**config.mk**
```make
export PLATFORM = sky130hd
export DESIGN_NAME = fourier_period_meter
export DESIGN_NICKNAME = d
export VERILOG_FILES = /design/src/rtl/fourier_meas_pkg.sv /design/src/rtl/hyst_slicer.sv /design/src/rtl/fourier_period_meter.sv
export SDC_FILE = /design/constraint.sdc
export NUM_CORES = 1
export LEC_CHECK = 0
export CORE_MARGIN = 10
export CORE_UTILIZATION = 29
export DETAILED_ROUTE_END_ITERATION = 10
export GPL_TIMING_DRIVEN = 1
export PLACE_DENSITY = 0.46
export SYNTH_ARGS = -nofsm -noshare
export SYNTH_HDL_FRONTEND = slang
export SYNTH_HIERARCHICAL = 1
export SYNTH_SLANG_ARGS = --single-unit
```
**constraint.sdc**
```tcl
create_clock -name clk -period 3.2 [get_ports clk]
set_input_delay 0.48 -clock clk [delete_from_list [all_inputs] [get_ports clk]]
set_output_delay 0.48 -clock clk [all_outputs]
set_load 0.02 [all_outputs]
```
**src/rtl/fourier_meas_pkg.sv**
```systemverilog
// Shared types for the period meter: FSM states, the result record and a
// saturating counter step.
package fourier_meas_pkg;

  localparam int CNT_W_MAX = 32;

  typedef enum logic [1:0] {ACQ, SYNC, MEAS_HIGH, MEAS_LOW} meas_state_t;

  // Fields are sized for the widest supported counter; narrower instances
  // zero-extend into them.
  typedef struct packed {
    logic [CNT_W_MAX-1:0] period;
    logic [CNT_W_MAX-1:0] high;
    logic                 ovf;
  } meas_res_t;

  function automatic logic [CNT_W_MAX-1:0] sat_inc(input logic [CNT_W_MAX-1:0] v,
                                                   input int unsigned w);
    logic [CNT_W_MAX-1:0] lim;
    lim = (w >= CNT_W_MAX) ? '1 : CNT_W_MAX'((64'd1 << w) - 64'd1);
    return (v >= lim) ? lim : v + 1'b1;
  endfunction

endpackage

```
**src/rtl/hyst_slicer.sv**
```systemverilog
// Hysteresis slicer: keeps a registered level and flags edges on the sample
// that causes them, so the FSM can act in the same cycle.
module hyst_slicer #(
  parameter int DATA_W = 12,
  parameter int HYST   = 64
) (
  input  logic                     clk,
  input  logic                     rst,
  input  logic                     valid,
  input  logic signed [DATA_W-1:0] data,
  output logic                     rise,
  output logic                     fall,
  output logic                     hit
);

  localparam logic signed [DATA_W-1:0] TH_HI = DATA_W'(HYST);
  localparam logic signed [DATA_W-1:0] TH_LO = DATA_W'(-HYST);

  logic level;
  logic hi, lo;

  assign hi   = valid && (data >= TH_HI);
  assign lo   = valid && (data <= TH_LO);
  assign hit  = hi || lo;
  // Before the level is known the FSM only looks at hit, so the reset
  // value of level never produces a counted edge.
  assign rise = hi && !level;
  assign fall = lo && level;

  always_ff @(posedge clk) begin
    if (rst)     level <= 1'b0;
    else if (hi) level <= 1'b1;
    else if (lo) level <= 1'b0;
  end

endmodule

```
**src/rtl/fourier_period_meter.sv**
```systemverilog
// Period / high-time meter: slicer, measurement FSM with saturating counters
// and a one-entry valid/ready result buffer.
module fourier_period_meter
  import fourier_meas_pkg::*;
#(
  parameter int DATA_W     = 12,
  parameter int CNT_W      = 16,
  parameter int HYST       = 64,
  parameter int MIN_PERIOD = 4
) (
  input  logic                     clk,
  input  logic                     rst,
  input  logic                     in_valid,
  input  logic signed [DATA_W-1:0] in_data,
  output logic                     out_valid,
  input  logic                     out_ready,
  output logic [CNT_W-1:0]         out_period,
  output logic [CNT_W-1:0]         out_high,
  output logic                     out_overflow,
  output logic                     locked,
  output logic                     dropped
);

  localparam logic [CNT_W-1:0] CNT_MAX = '1;

  meas_state_t      state;
  logic [CNT_W-1:0] period_cnt, high_cnt;
  logic             ovf;
  logic             rise, fall, hit;
  logic [CNT_W-1:0] period_inc, high_inc;
  logic             period_max, high_max;
  logic             push;
  meas_res_t        push_res, res_q;

  hyst_slicer #(.DATA_W(DATA_W), .HYST(HYST)) u_slicer (
    .clk  (clk),
    .rst  (rst),
    .valid(in_valid),
    .data (in_data),
    .rise (rise),
    .fall (fall),
    .hit  (hit)
  );

  assign period_inc = CNT_W'(sat_inc(CNT_W_MAX'(period_cnt), CNT_W));
  assign high_inc   = CNT_W'(sat_inc(CNT_W_MAX'(high_cnt), CNT_W));
  assign period_max = (period_cnt == CNT_MAX);
  assign high_max   = (high_cnt == CNT_MAX);

  assign push     = rise && (state == MEAS_LOW) &&
                    (CNT_W_MAX'(period_cnt) >= CNT_W_MAX'(MIN_PERIOD));
  assign push_res = '{period: CNT_W_MAX'(period_cnt),
                      high:   CNT_W_MAX'(high_cnt),
                      ovf:    ovf};

  assign out_period   = CNT_W'(res_q.period);
  assign out_high     = CNT_W'(res_q.high);
  assign out_overflow = res_q.ovf;
  assign locked       = (state == MEAS_HIGH) || (state == MEAS_LOW);

  always_ff @(posedge clk) begin
    if (rst) begin
      state      <= ACQ;
      period_cnt <= '0;
      high_cnt   <= '0;
      ovf        <= 1'b0;
      res_q      <= '0;
      out_valid  <= 1'b0;
      dropped    <= 1'b0;
    end else begin
      if (out_valid && out_ready) out_valid <= 1'b0;
      // A full buffer only takes the new result if the old one leaves now.
      if (push) begin
        if (!out_valid || out_ready) begin
          res_q     <= push_res;
          out_valid <= 1'b1;
        end else begin
          dropped <= 1'b1;
        end
      end

      if (in_valid) begin
        case (state)
          ACQ: if (hit) state <= SYNC;
          SYNC: begin
            if (rise) begin
              period_cnt <= CNT_W'(1);
              high_cnt   <= CNT_W'(1);
              ovf        <= 1'b0;
              state      <= MEAS_HIGH;
            end
          end
          MEAS_HIGH: begin
            period_cnt <= period_inc;
            if (fall) begin
              ovf   <= ovf | period_max;
              state <= MEAS_LOW;
            end else begin
              high_cnt <= high_inc;
              ovf      <= ovf | period_max | high_max;
            end
          end
          MEAS_LOW: begin
            if (rise) begin
              period_cnt <= CNT_W'(1);
              high_cnt   <= CNT_W'(1);
              ovf        <= 1'b0;
              state      <= MEAS_HIGH;
            end else begin
              period_cnt <= period_inc;
              ovf        <= ovf | period_max;
            end
          end
          default: state <= ACQ;
        endcase
      end
    end
  end

endmodule

```
==> After elaboration in Yosys (flattened, before gate mapping) <==
Cells that the tools add are included.
{ "word_totals": {"wordCells": 72, "out_inout_bits": 36, "regBits": 71, "inputBits": 16} }
{ "op_classes": {"n_reduce_logical": 22, "n_lt_le_gt_ge": 5, "bitwise": 3, "eq_ne": 10, "muxes": 20, "n_addsub": 2} }
{ "ops": {"columns": ["operator", "n"], "rows": [
  ["16-bit 2-to-1 mux", 5],
  ["16-bit case mux with 3 select lines", 1],
  ["16-bit by 1-bit adder with 16-bit output, second input constant", 2],
  ["16-bit equality test, second input constant", 2],
  ["16-bit >= comparator, second input constant", 2],
  ["16-bit case mux with 2 select lines", 1],
  ["16-bit by 3-bit >= comparator with 1-bit output, second input constant", 1],
  ["12-bit by 8-bit >= comparator with 1-bit output, second input constant", 1],
  ["12-bit by 7-bit less-or-equal comparator with 1-bit output, second input constant", 1],
  ["1-bit 2-to-1 mux", 8],
  ["2-bit inequality test, second input constant", 4],
  ["4-bit AND reduction", 2],
  ["1-bit logical AND", 7],
  ["2-bit 2-to-1 mux", 3],
  ["2-bit case mux with 3 select lines", 1],
  ["2-bit equality test, second input constant", 2],
  ["2-bit AND reduction", 2],
  ["2-bit nonzero test", 2],
  ["1-bit logical OR", 3],
  ["1-bit case mux with 3 select lines", 1],
  ["3-bit AND reduction", 1],
  ["3-bit nonzero test", 1],
  ["2-bit by 1-bit equality test with 1-bit output, second input constant", 1],
  ["1-bit logical NOT", 2],
  ["5 further kinds", 6]
]} }

==> Logic depth before layout (Yosys ltp) <==
{ "logic_depth": {"ltp_word": 6, "depth_mapped": 10} }

==> Modules after synthesis <==
Netlist, hierarchy kept.
{ "by_module_without_submodules": {"columns": ["module", "instances", "area_each_um2", "seq_area_each_um2", "cells_each"], "rows": [
  ["fourier_period_meter", 1, 3250.6, 1401.3, 387],
  ["hyst_slicer", 1, 128.9, 20.0, 19]
]} }

==> Worst setup path after synthesis <==
No wires, ideal clock.
{ "synth_path": {"kind": "input to register", "start": "input port in_data[9]", "end": "register ovf", "path_slack_ns": 0.822, "setup_time_ns": 0.115, "path_buffers": 2, "arrival_time_ns": 2.263, "path_stages": 9, "path_cell_list": "or4_4 -> o21ai_0 -> nor3_1 -> and2_1 -> clkbuf_1 -> o21ai_0 -> clkbuf_1 -> a21oi_1 -> o21a_1"} }
{ "synth_via": {"elab_chain_cells": 5, "elab_cells_between_ends": 11, "cone_classes": "order compare (2); eq/ne (1); mux (3); reduce/logical (5)"} }
{ "synth_lines": {"columns": ["element", "line", "source"], "rows": [
  ["from (decl)", "fourier_period_meter.sv:14", "input logic signed [DATA_W-1:0] in_data,"],
  ["12-bit by 8-bit >= comparator with 1-bit output (*)", "hyst_slicer.sv:22", "assign hi = valid && (data >= TH_HI);"],
  ["1-bit logical AND (*)", "hyst_slicer.sv:22", null],
  ["1-bit logical AND (*)", "hyst_slicer.sv:27", "assign rise = hi && !level;"],
  ["net rise", "fourier_period_meter.sv:29", "logic rise, fall, hit;"],
  ["1-bit 2-to-1 mux / 2-bit inequality test (equally long branches)", null, null],
  ["1-bit case mux with 3 select lines / 3-bit AND reduction (equally long branches)", null, null],
  ["to (signal assigned)", "fourier_period_meter.sv:96", "ovf <= ovf | period_max;"],
  ["to (signal assigned)", "fourier_period_meter.sv:100", "ovf <= ovf | period_max | high_max;"],
  ["to (signal assigned)", "fourier_period_meter.sv:111", "ovf <= ovf | period_max;"],
  ["to (decl)", "fourier_period_meter.sv:28", "logic ovf;"]
]} }
The timed path passes the listed nets; every way through them passes the cells marked *.
A chain may end at the register's enable or synchronous reset.

==> Final worst setup path <==
{ "layout_path": {"start": "input port in_data[8]", "end": "register high_cnt[11]"} }
{ "layout_via": {"elab_chain_cells": 5, "elab_cells_between_ends": 9, "cone_classes": "order compare (2); eq/ne (2); reduce/logical (5)"} }
{ "layout_lines": {"columns": ["element", "line", "source"], "rows": [
  ["12-bit by 7-bit less-or-equal comparator with 1-bit output", "hyst_slicer.sv:23", "assign lo = valid && (data <= TH_LO);"],
  ["1-bit logical AND", "hyst_slicer.sv:23", null],
  ["1-bit logical AND", "hyst_slicer.sv:28", "assign fall = lo && level;"],
  ["net fall", "fourier_period_meter.sv:29", null],
  ["2-bit inequality test (no source line)", null, null],
  ["4-bit AND reduction (no source line)", null, null],
  ["to (signal assigned)", "fourier_period_meter.sv:99", "high_cnt <= high_inc;"],
  ["to (decl)", "fourier_period_meter.sv:27", "logic [CNT_W-1:0] period_cnt, high_cnt;"]
]} }
The timed path passes the listed nets, and every way through them passes these cells.

==> results.md <==
* # clock sinks at 71
* Vias in the first global route at just under 3000
* Antenna violations before repair at 0
* Syn Area/Cell at 8.32 um2
* Most common cell after layout, fill and taps aside: dfxtp_1
* Share of cells above drive strength 1 at 7.88%
* Num CTS Buffers at 9
* IO Count at 52
* Final Wtd Congestion at roughly 0.86
* FF+latch area at 1420 um2
* Post-CTS Hold Buffers at 0
* Fillers at 1203
* Sequential share of the synthesized area at approximately 42%
* Power per cell area at ~460 nW/um2
* Resize count post-CTS at 0
* Clk root buf: clkbuf_16
* CTS tree: done
* Tightest Pin Transition at 697 ps
* DRT Wirelength at 9.35 mm
* CP startpoint kind: input pin
* Critical path endpoint category: register
* Postcts setup bufs at 0
* Diodes inserted at 0
* Worst EP arrival at 2940 ps
* Worst skew pair latency at 340 ps
* Area occupied by multi-input gates at between 1500 and 2000 um2
* Hpwl dp at between 6 and 7 mm
* Hold Violations, Final at 0
* Leak Pwr at 1.72 nW
* Clock H-tree levels at 3
* Crit path max fanout at 7
* Critical Path RT at approximately 3500 ps
* Die ar. at 16400 um2
* Fin Clk Skew at 3.49 ps
* Slew Viols, Final at 0
* Core area at 11400 um2
* Endpoints failing setup at 0
* First-pass GRT wire length at 15.4 mm
* Post-DR wirelength/cell at 15.6 um
* Die W at 128 um
* Post-Syn Nets at about 430
* DR vias/cell at 5.15
* Status: finished, final reports clean
* DRT Pass-1 Iters at 4
* Fin util at 37.9%
* Placement row count at 39
* Largest net degree at the start of global routing at 29
* EDFF count, synth at 0
* Final ANT Viol Nets at 0
* Clock Path Buffers at 2
* Slew HR at between 50% and 60%
* Flops & latches, synth at 71
* Via count of the routed design at roughly 3000
* Area grow syn2layout at 27.9%
* DRT iter0 DRCs at 206
* Nets at 471
* IO Port Bufs at 51
* Post-Synthesis Cells at 406
* Starting Density at 29.6%
* Die Ht at 128 um
* Netlist cell types at 52
* DRC errors left at 0
* Ys flop type: dfxtp_1
* WS Path Type: in -> reg
* Hold WC Path Type: reg -> reg
* Worst-path clk slew at 50 ps
* Combined area of all synthesized cells at 3380 um2
* Ys async rst share at 0%
* All-Layer GR Usage at between 10% and 20%
* RSZ-0062 raised after global routing: false
* Peak supply drop at 0.245 mV
* Setup tns final at 0 ps
* Crit path time final at 2680 ps
* GRT overflow at 0
* Commonest cells after routing, fill and taps aside: dfxtp_1, nor2_1, clkdlybuf4s50_1
* Maxcap violations at 0
* Post-route clock period utilization at 83.7%
* Ys Warns at 6
* Fmax at between 300 and 400 MHz
through the flow:
step / std cells / cell area, um2 / power, mW / worst slack, ps / hold slack [ps]
after floorplan: 406 / 3380 / 0.941 / 822 / 440
after global placement: 584 / 4010 / 0.977 / 264 / 464
after detailed placement: 584 / 4010 / 0.978 / 191 / 473
after CTS: 600 / 4320 / 2.03 / 550 / 487
after global routing: 600 / 4320 / 2.08 / 78.4 / 509
final: 600 / 4320 / 2.00 / 521 / 482
metal layers:
metal	routed length, um	GRT usage, %
met5	0	0
met4	103	4.24
met3	523	3.52
met2	4610	19.4
met1	4110	13.7
state kept, by name, summed over array words and instances, names as in the netlist:
register        count
high_cnt           16
out_high           16
out_period         16
period_cnt         16
state               2
dropped             1
out_overflow        1
out_valid           1
ovf                 1
u_slicer/level      1
worst paths after layout:
| kind | from | to | slack [ps] | depth (start not counted) |
|---|---|---|---|---|
| worst min-delay path | ovf | ovf | 480 | 1 |
| worst min register to register | ovf | ovf | 480 | 1 |
| worst max register to register | period_cnt[1] | period_cnt[13] | 960 | 6 |
| worst max-delay path | in_data[8] | high_cnt[11] | 520 | 9 |
Yosys cell counts, types with 6 or more instances:
cell | count | area [um2]
a21oi_1 | 36 | 180
clkbuf_1 | 13 | 48.8
dfxtp_1 | 71 | 1420
inv_1 | 8 | 30.0
mux2i_1 | 32 | 320
nand2_1 | 17 | 63.8
nand3_1 | 19 | 95.1
nand4_1 | 9 | 56.3
nor2_1 | 64 | 240
nor3_1 | 6 | 30.0
nor4_1 | 7 | 43.8
o21ai_0 | 29 | 145
o21ai_1 | 10 | 50.1
or3_1 | 6 | 37.5
area by class of cell:
type / count / area share [%]
multi-input combinational: 301 / 41.4
clock buffer: 13 / 6.25
tap: 143 / 4.14
timing repair buffer: 61 / 13.7
sequential: 71 / 32.9
inverter: 8 / 0.695
clock inverter: 3 / 0.926
cells by family (layout without fill, tap and decap cells):
family,Yosys count,count (layout),share of synthesized area [%]
and+or+nand+nor,159,159,23.7
AOI/OAI and AO/OA,107,107,18.7
DFF,71,71,42.1
buffers and inverters,34,85,5.00
muxes,32,32,9.48
adders and majority gates,3,3,1.11
power breakdown:
part / internal (mW) / total, mW / leakage, nW / switching [mW]
sequential: 0.887 / 0.890 / 0.572 / 0.00327
clock: 0.665 / 1.04 / 0.156 / 0.378
combinational: 0.0302 / 0.0674 / 0.989 / 0.0372
critical path, cell delays in order:
cell	delay (ps)
clkdlybuf4s50_1	510
nand4_1	100
a211oi_1	390
nor2_1	120
nor3b_2	400
nand2_1	220
nor2_1	440
o21ai_0	170
o21ai_0	100
Power figures use the tool's default switching activity.
